[config.mk]
export PLATFORM = sky130hd
export DESIGN_NAME = acciones_botones
export DESIGN_NICKNAME = d
export VERILOG_FILES = /design/src/rtl/acciones_botones_pkg.sv /design/src/rtl/acciones_botones_antirrebote.sv /design/src/rtl/acciones_botones.sv
export SDC_FILE = /design/constraint.sdc
export NUM_CORES = 1
export LEC_CHECK = 0
export ABC_AREA = 1
export CORE_ASPECT_RATIO = 0.75
export CORE_UTILIZATION = 55
export DETAILED_ROUTE_END_ITERATION = 7
export PLACE_DENSITY = 0.75
export SLEW_MARGIN = 5
export SYNTH_ARGS = -nofsm -noshare
export SYNTH_HDL_FRONTEND = slang
export SYNTH_SLANG_ARGS = --single-unit
[constraint.sdc]
create_clock -name i_clk -period 1.7 [get_ports i_clk]
set_clock_uncertainty 0.15 [all_clocks]
set_input_delay 0.255 -clock i_clk [delete_from_list [all_inputs] [get_ports i_clk]]
set_output_delay 0.255 -clock i_clk [all_outputs]
set_load 0.02 [all_outputs]
[src/rtl/acciones_botones_pkg.sv]
// Shared action codes, code bit layout and press-FSM state encoding for the button front end.
// The Estados core imports the same package so both sides agree on the command encoding.
package acciones_botones_pkg;

  localparam int unsigned NUM_BTN = 3;

  localparam logic [2:0] ACC_NONE      = 3'd0;
  localparam logic [2:0] ACC_ALIMENTAR = 3'd1;
  localparam logic [2:0] ACC_DORMIR    = 3'd2;
  localparam logic [2:0] ACC_CURAR     = 3'd3;
  localparam int unsigned ACC_LARGO    = 2;

  typedef enum logic [1:0] {
    REPOSO  = 2'd0,
    PULSADO = 2'd1,
    LARGO   = 2'd2
  } estado_e;

  function automatic logic [2:0] acc_code(input logic [1:0] idx, input logic largo);
    logic [2:0] c;
    unique case (idx)
      2'd0:    c = ACC_ALIMENTAR;
      2'd1:    c = ACC_DORMIR;
      2'd2:    c = ACC_CURAR;
      default: c = ACC_NONE;
    endcase
    c[ACC_LARGO] = largo;
    return c;
  endfunction

endpackage

[src/rtl/acciones_botones_antirrebote.sv]
// One-bit 2-FF synchronizer plus debounce filter for an active-low raw button.
// o_pulsado is the debounced pressed level (active-high).
module acciones_botones_antirrebote #(
  parameter int unsigned DEBOUNCE_CYC = 1000
) (
  input  logic i_clk,
  input  logic i_rst_n,
  input  logic i_btn_n,
  output logic o_pulsado
);

  localparam int unsigned CW = $clog2(DEBOUNCE_CYC + 1);
  localparam logic [CW-1:0] CNT_MAX = CW'(DEBOUNCE_CYC - 1);

  logic          r_sync1;
  logic          r_sync2;
  logic          r_estable;
  logic [CW-1:0] r_cnt;

  always_ff @(posedge i_clk or negedge i_rst_n) begin
    if (!i_rst_n) begin
      r_sync1   <= 1'b1;
      r_sync2   <= 1'b1;
      r_estable <= 1'b1;
      r_cnt     <= '0;
    end else begin
      r_sync1 <= i_btn_n;
      r_sync2 <= r_sync1;
      // Any agreeing cycle restarts the stability window.
      if (r_sync2 == r_estable) begin
        r_cnt <= '0;
      end else if (r_cnt == CNT_MAX) begin
        r_estable <= r_sync2;
        r_cnt     <= '0;
      end else begin
        r_cnt <= r_cnt + 1'b1;
      end
    end
  end

  assign o_pulsado = ~r_estable;

endmodule

[src/rtl/acciones_botones.sv]
// Button front end: debounce, short/long press classification, arbitration and a one-entry
// valid/ready output buffer. Define ACC_AUTOREPEAT_EN to re-emit long codes while held.
module acciones_botones
  import acciones_botones_pkg::*;
#(
  parameter int unsigned DEBOUNCE_CYC = 1000,
  parameter int unsigned LONG_CYC     = 50000,
  parameter int unsigned REPEAT_CYC   = 20000
) (
  input  logic       i_clk,
  input  logic       i_rst_n,
  input  logic [2:0] i_btn_n,
  output logic       o_accion_valid,
  output logic [2:0] o_accion_code,
  input  logic       i_accion_ready,
  output logic       o_accion_perdida,
  output logic [2:0] o_btn_estado
);

  localparam int unsigned HW = $clog2(LONG_CYC + 1);
  localparam logic [HW-1:0] HC_MAX = HW'(LONG_CYC - 1);

  logic [NUM_BTN-1:0] w_pulsado;

  for (genvar g = 0; g < NUM_BTN; g++) begin : g_btn
    acciones_botones_antirrebote #(
      .DEBOUNCE_CYC(DEBOUNCE_CYC)
    ) u_antirrebote (
      .i_clk    (i_clk),
      .i_rst_n  (i_rst_n),
      .i_btn_n  (i_btn_n[g]),
      .o_pulsado(w_pulsado[g])
    );
  end

  estado_e            r_est  [NUM_BTN];
  estado_e            w_est_d[NUM_BTN];
  logic [HW-1:0]      r_hc   [NUM_BTN];
  logic [HW-1:0]      w_hc_d [NUM_BTN];
  logic [NUM_BTN-1:0] w_ev;
  logic [NUM_BTN-1:0] w_ev_largo;

`ifdef ACC_AUTOREPEAT_EN
  localparam int unsigned RW = $clog2(REPEAT_CYC + 1);
  localparam logic [RW-1:0] REP_MAX = RW'(REPEAT_CYC - 1);
  logic [RW-1:0] r_rep  [NUM_BTN];
  logic [RW-1:0] w_rep_d[NUM_BTN];
`else
  logic w_unused_rep;
  assign w_unused_rep = |REPEAT_CYC;
`endif

  always_comb begin
    for (int i = 0; i < NUM_BTN; i++) begin
      w_est_d[i]    = r_est[i];
      w_hc_d[i]     = r_hc[i];
      w_ev[i]       = 1'b0;
      w_ev_largo[i] = 1'b0;
`ifdef ACC_AUTOREPEAT_EN
      w_rep_d[i]    = r_rep[i];
`endif
      unique case (r_est[i])
        REPOSO: begin
          if (w_pulsado[i]) begin
            w_est_d[i] = PULSADO;
            w_hc_d[i]  = '0;
          end
        end
        PULSADO: begin
          if (!w_pulsado[i]) begin
            w_ev[i]    = 1'b1;
            w_est_d[i] = REPOSO;
          end else if (r_hc[i] == HC_MAX) begin
            w_ev[i]       = 1'b1;
            w_ev_largo[i] = 1'b1;
            w_est_d[i]    = LARGO;
            w_hc_d[i]     = r_hc[i] + 1'b1;  // parks at LONG_CYC until the next press
`ifdef ACC_AUTOREPEAT_EN
            w_rep_d[i]    = '0;
`endif
          end else begin
            w_hc_d[i] = r_hc[i] + 1'b1;
          end
        end
        LARGO: begin
          if (!w_pulsado[i]) begin
            w_est_d[i] = REPOSO;
`ifdef ACC_AUTOREPEAT_EN
          end else if (r_rep[i] == REP_MAX) begin
            w_ev[i]       = 1'b1;
            w_ev_largo[i] = 1'b1;
            w_rep_d[i]    = '0;
          end else begin
            w_rep_d[i] = r_rep[i] + 1'b1;
`endif
          end
        end
        default: w_est_d[i] = REPOSO;
      endcase
    end
  end

  always_ff @(posedge i_clk or negedge i_rst_n) begin
    if (!i_rst_n) begin
      for (int i = 0; i < NUM_BTN; i++) begin
        r_est[i] <= REPOSO;
        r_hc[i]  <= '0;
`ifdef ACC_AUTOREPEAT_EN
        r_rep[i] <= '0;
`endif
      end
    end else begin
      for (int i = 0; i < NUM_BTN; i++) begin
        r_est[i] <= w_est_d[i];
        r_hc[i]  <= w_hc_d[i];
`ifdef ACC_AUTOREPEAT_EN
        r_rep[i] <= w_rep_d[i];
`endif
      end
    end
  end

  logic [2:0] w_code;
  logic       w_any;
  logic       w_multi;
  logic       w_carga;

  // Scan from the top so the lowest-index event is the one left standing.
  always_comb begin
    w_code = ACC_NONE;
    for (int i = NUM_BTN - 1; i >= 0; i--) begin
      if (w_ev[i]) begin
        w_code = acc_code(2'(i), w_ev_largo[i]);
      end
    end
  end

  logic       r_valid;
  logic [2:0] r_code;
  logic       r_perdida;

  assign w_any   = |w_ev;
  assign w_multi = |(w_ev & (w_ev - 1'b1));
  assign w_carga = w_any && (!r_valid || i_accion_ready);

  always_ff @(posedge i_clk or negedge i_rst_n) begin
    if (!i_rst_n) begin
      r_valid   <= 1'b0;
      r_code    <= ACC_NONE;
      r_perdida <= 1'b0;
    end else begin
      if (w_carga) begin
        r_valid <= 1'b1;
        r_code  <= w_code;
      end else if (r_valid && i_accion_ready) begin
        r_valid <= 1'b0;
        r_code  <= ACC_NONE;
      end
      r_perdida <= w_multi || (w_any && r_valid && !i_accion_ready);
    end
  end

  assign o_accion_valid   = r_valid;
  assign o_accion_code    = r_code;
  assign o_accion_perdida = r_perdida;
  assign o_btn_estado     = w_pulsado;

endmodule
==> flow_summary.ini, run 1 <==
[setup_path]
critPathMaxFanout = 4
startpoint = r_hc[33]$_DFFE_PN0P_
slowest_stage = dfrtp_1
start_kind = register
cp.arrival_ps = 1790
crit_path_end_kind = register
path_buf_inv = 0
max_stage_delay_ps = 370
rr_startpoint = r_hc[33]$_DFFE_PN0P_
path_cells = ha_2, nand2_2, nor2_4, nand2_2, nor3_4, nand3_2, o21ai_1, a21oi_1
required_ps = 1790
reg2reg_depth = 8
crit_cells = 8
crit_family = simple AND/OR/NAND/NOR gates
critPathMostFrequentCell = nand2_2
worstSetupPathType = reg -> reg

[yosys]
ys_seq_area_share_pct = 49.9
synth_cell_types = 43
synth-edff-count = 0
synth_warnings = 0
synthFlopType = dfrtp_1
synth-seq-cells = 98
async_flop_share_pct = 100
synthesis.instances = 606
syn_area_um2 = 4930
syn_area_per_cell_um2 = 8.14
syn_nets = 618

[min_path]
hold_class = in -> reg
whs_path_depth = 1
min_from = i_btn_n[1]

[die]
die_w_um = 111
die_h_um = 84.0
ios = 14
std_cell_rows = 29
die_area_um2 = 9360
core_area_um2 = 8560
initial_core_util_pct = 57.6

[clocking]
numCtsBuffers = 9
clock_path_buffers = 2
htree_levels = 3
cts_sinks = 98
root_buffer = clkbuf_16
path_clk_slew_ps = 70
clkLatencyLatePin_ps = 350
cts_tree = yes

[timing]
hold_violations = 0
hold_slack_ps = 158
finalMaxSlewViolations = 0
relSlewSlack_pct = 68.1
rsz0062_at_grt = true
fin_ws_ps = -1.31
min_period_over_period_pct = 100
setup_viol_count_final = 1
tightest_slew_ps = 478
fmax_mhz = 588
finalCriticalPeriod_ps = 1700

[drt]
finalWirelength_mm = 10.6
ant_nets = 0
vias = 4111
drt_iter0_drc = 248
wl_per_cell_um = 13.7
drtPass1Iterations = 5
route.detailed.drc = 0
vias_per_cell = 5.32

[finish]
area_growth_pct = 19.7
nets = 672
final_cell_mix = nand2_1, nor2_1, dfrtp_1
drive_above_1_share_pct = 19.7
layout_commonest_cell = nand2_1
stdcell_count = 773
antennaDiodeCount = 0

[place]
dp_hpwl_mm = 7.39
gp_congestion = 0.906
placed_cells = 742
portBuffers = 13
place_ws_ps = -80.0

[grt]
grt_max_degree = 34
grt_pass1_vias = 4027
grt.total_usage_pct = 24.1
antenna_found_initial = 0
gr-total-overflow = 0
grt_pass1_wl_mm = 18.0

[run_status]
outcome = finished with violations
violations = negative setup slack

[power_and_ir_drop]
ir_worst_vdd_v = 0.000685
p_leak_nw = 2.80
powerDensity_nw_per_um2 = 750

[job]
maxCapViolCount = 0
==> worst paths after layout <==
path	endpoint	slack [ps]
min	g_btn[1].u_antirrebote.r_sync1$_DFF_PN1_	160
max in group asynchronous	g_btn[2].u_antirrebote.r_estable$_DFFE_PN1P_	600
max	r_hc[46]$_DFFE_PN0P_	-1
min in group asynchronous	g_btn[2].u_antirrebote.r_cnt[9]$_DFF_PN0_	260
min reg2reg	g_btn[2].u_antirrebote.r_sync2$_DFF_PN1_	200
max reg2reg	r_hc[46]$_DFFE_PN0P_	-1
==> layer usage <==
layer | global-route usage [%] | routed length, µm | part of all wire, % | vias to the layer above
met1 | 32.9 | 5210 | 49 | 1950
met5 | 0 | 0 | 0 | -
met4 | 7.86 | 133 | 1.3 | 0
met2 | 38.6 | 4920 | 46 | 69
li1 | - | - | - | 2079
met3 | 5.08 | 364 | 3.4 | 13
==> logic make-up after synthesis <==
group           Yosys count  share of synthesized area (%)
compound gates           78                           8.90
buf+inv                  85                           6.97
xor+xnor                 15                           2.66
mux                       1                          0.228
simple gates            323                           29.8
flops                    98                           49.9
fa+ha+maj                 6                           1.52
==> where the power goes <==
part / total [mW] / switching [mW] / internal, mW / leakage, nW
Combinational: 0.121 / 0.0774 / 0.0434 / 1.38
Sequential: 2.38 / 0.0165 / 2.36 / 1.28
Clock: 1.93 / 0.860 / 1.07 / 0.133
==> final cells by class <==
type	count	area, µm²
sequential	98	2460
clock inverter	2	12.5
fill	670	2660
inverter	80	305
multi-input combinational	423	2280
tap	108	135
timing repair buffer	48	440
clock buffer	14	264
==> Yosys cell counts (5+ instances only) <==
master	n	area [µm²]
nand3_1	38	190
inv_1	72	270
nand2_1	118	443
inv_2	7	26.3
xor2_1	10	87.6
o21ai_1	11	55.1
ha_1	6	75.1
nor2_1	97	364
nand4_1	12	75.1
dfstp_2	9	236
dfrtp_1	89	2230
o21ai_0	22	110
xnor2_1	5	43.8
a21oi_1	27	135
nor2_2	11	68.8
nor3_1	18	90.1
==> worst reg2reg max path, stage by stage (launching register included) <==
cell and delay, ps:
dfrtp_1 370, ha_2 220, nand2_2 90, nor2_4 140
nand2_2 100, nor3_4 220, nand3_2 110, o21ai_1 140
a21oi_1 50
==> registers in the layout (all words and copies together), names as in the netlist <==
name and count:
r_hc 48, o_accion_code 3, r_est 6, g_btn.u_antirrebote.r_sync2 3, g_btn.u_antirrebote.r_sync1 3, o_accion_perdida 1
o_accion_valid 1, g_btn.u_antirrebote.r_cnt 30, g_btn.u_antirrebote.r_estable 3
==> timing repair <==
action / CTS / global route
setup buffers: 3 / 11
hold buffers: 1 / 0
hold endpoints to repair: 24 / 0
endpoints found under the setup margin: 17 / 35
resized for setup: 18 / 40
pin swaps: 2 / 18
==> through the flow <==
stage | setup TNS, ps | instance area [µm²] | total power [mW] | util, %
3_3_place_gp | 0 | 5360 | 2.54 | 62.6
4_1_cts | 0 | 5680 | 4.47 | 66.3
2_1_floorplan | 0 | 4930 | 2.45 | -
3_5_place_dp | -152 | 5360 | 2.54 | 62.6
5_1_grt | -597 | 5910 | 4.57 | 69.0
6_report | -1.31 | 5910 | 4.43 | 69.0
Power figures use the tool's default switching activity.
==> run 2, diff against run 1 <==
Settings changed: CORE_MARGIN set to 4.
==> run 2 against run 1 <==
The run still ends with negative setup slack left; utilization is 0.26 points lower; cell area about the same; sequential share of layout area barely moved; clock power rose by 15%; maximum frequency shrank 1.7%; critical path depth unchanged; register-to-register slack got worse by 30 ps; non-clock buffer count decreased by 3; critical path type unchanged; highest routed layer unchanged.
==> flow_summary.ini, run 2 (synthesized netlist as in run 1, its figures left out) <==
[run_status]
outcome = finished with violations
violations = negative setup slack

[place]
dp_hpwl_mm = 7.04
gp_congestion = 0.865
portBuffers = 13
placed_cells = 742
place_ws_ps = 3.26

[setup_path]
worstSetupPathType = reg -> reg
cp-endpoint = r_hc[46]$_DFFE_PN0P_
cp.arrival_ps = 1810
r2r_setup_slack_ps = -30
reg2reg_to = r_hc[46]$_DFFE_PN0P_
required_ps = 1780
start_kind = register
startpoint = r_hc[33]$_DFFE_PN0P_
reg2reg_depth = 8
rr_startpoint = r_hc[33]$_DFFE_PN0P_
crit_path_end_kind = register
critPathMaxFanout = 4

[drt]
vias_per_cell = 5.39
ant_nets = 0
drtPass1Iterations = 5
wl_per_cell_um = 13.6
finalWirelength_mm = 10.5
route.detailed.drc = 0
vias = 4149
wl_met3_um = 427
route.met2.wl_mm = 4.74
wl_met1_mm = 5.09
drt_iter0_drc = 265
topRoutingLayerUsed = met4

[power_and_ir_drop]
switchingPower_uw = 968
swShare_pct = 20.6
p_comb_share_pct = 2.4
p_leak_nw = 2.79
power_frac_clock_pct = 47.1
ir_worst_vdd_v = 0.000682
p_seq_share_pct = 50.5
powerDensity_nw_per_um2 = 796
power.internal_mw = 3.74

[clocking]
path_clk_slew_ps = 70
htree_levels = 3
clkLatencyLatePin_ps = 350
cts_sinks = 98
root_buffer = clkbuf_16
numCtsBuffers = 9
cts_tree = yes
clock_path_buffers = 2

[timing]
hold_violations = 0
finalCriticalPeriod_ps = 1730
min_period_over_period_pct = 102
tightest_slew_ps = 513
setup_viol_count_final = 2
fmax_mhz = 578
rsz0062_at_grt = true
finalMaxSlewViolations = 0
fin_ws_ps = -30.8
relSlewSlack_pct = 65.8

[finish]
final_cell_mix = nand2_1, dfrtp_1, nor2_1
largest_reg_flops = 48
drive_above_1_share_pct = 19.6
antennaDiodeCount = 0
nets = 669
reg_top3 = r_hc (48), g_btn.u_antirrebote.r_cnt (30), r_est (6)
layout_commonest_cell = nand2_1
top_register = r_hc
stdcell_count = 770
post-route-util_pct = 68.7
area_growth_pct = 19.7
num-fill-cells = 653

[job]
maxCapViolCount = 0

[die]
ios = 14
core_area_um2 = 8600
initial_core_util_pct = 57.4
die_h_um = 90.0
die_area_um2 = 10600
std_cell_rows = 29
die_w_um = 117

[grt]
grt_max_degree = 99
gr-total-overflow = 0
grt_pass1_wl_mm = 17.1
grt.total_usage_pct = 19.4
antenna_found_initial = 0
grt_pass1_vias = 3778

[min_path]
hold_class = in -> reg
run 2: power by group through the flow:
stage               logic [mW]  registers, mW  clock network, mW
floorplan               0.0354           2.42                  0
global placement         0.106           2.42                  0
detailed placement       0.108           2.42                  0
CTS                      0.113           2.38               2.27
global route             0.133           2.38               2.38
finish                   0.112           2.38               2.22
run 2: per-stage QoR:
step | hold slack [ps] | cell area [µm²] | setup TNS [ps] | power (mW)
after global routing | 143 | 5910 | -975 | 4.89
after global placement | 196 | 5320 | 0 | 2.52
after CTS | 148 | 5660 | 0 | 4.76
final | 160 | 5910 | -44.2 | 4.70
after floorplan | -191 | 4930 | 0 | 2.45
after detailed placement | 197 | 5320 | 0 | 2.53
run 2: cell type report:
type	instances	area, µm²	area share (%)
repair buffers	45	369	6.25
flip-flops and latches	98	2460	41.7
clock buffers	11	243	4.11
clock inverters	5	85.1	1.44
inverters	80	308	5.21
multi-input cells	423	2300	39.0
well taps	108	135	2.29
run 2: timing repair:
item                                    in CTS  in global routing
buffers inserted                             0                 11
endpoints found under the setup margin      12                 28
hold endpoints to repair                    89                  0
gates resized for setup                     17                 48
pin swaps                                    0                 16
hold buffers                                 1                  0
run 2: layer usage:
metal  track usage, %  vias up
li1                 -     2071
met1             28.0     1983
met2             29.0       80
met3             4.83       15
met4             6.15        0
met5                0        -
run 2: worst max-delay path: stages (launching register included):
cell and delay (ps):
dfrtp_1 390, ha_2 210, nand2_2 80, nor2_4 120
nand2_4 70, nor3_4 270, nand3_2 120, o21ai_2 150
a21oi_1 40
run 2: worst min-delay path by stage:
| stage | startpoint | to | depth (start not counted) |
|---|---|---|---|
| finish | i_btn_n[0] | g_btn[0].u_antirrebote.r_sync1$_DFF_PN1_ | 1 |
| global route | i_btn_n[1] | g_btn[1].u_antirrebote.r_sync1$_DFF_PN1_ | 1 |
| CTS | i_btn_n[1] | g_btn[1].u_antirrebote.r_sync1$_DFF_PN1_ | 1 |
| detailed placement | i_rst_n | g_btn[2].u_antirrebote.r_cnt[8]$_DFF_PN0_ | 2 |
| global placement | i_rst_n | g_btn[2].u_antirrebote.r_cnt[8]$_DFF_PN0_ | 2 |
| floorplan | i_rst_n | g_btn[0].u_antirrebote.r_cnt[0]$_DFF_PN0_ | 0 |
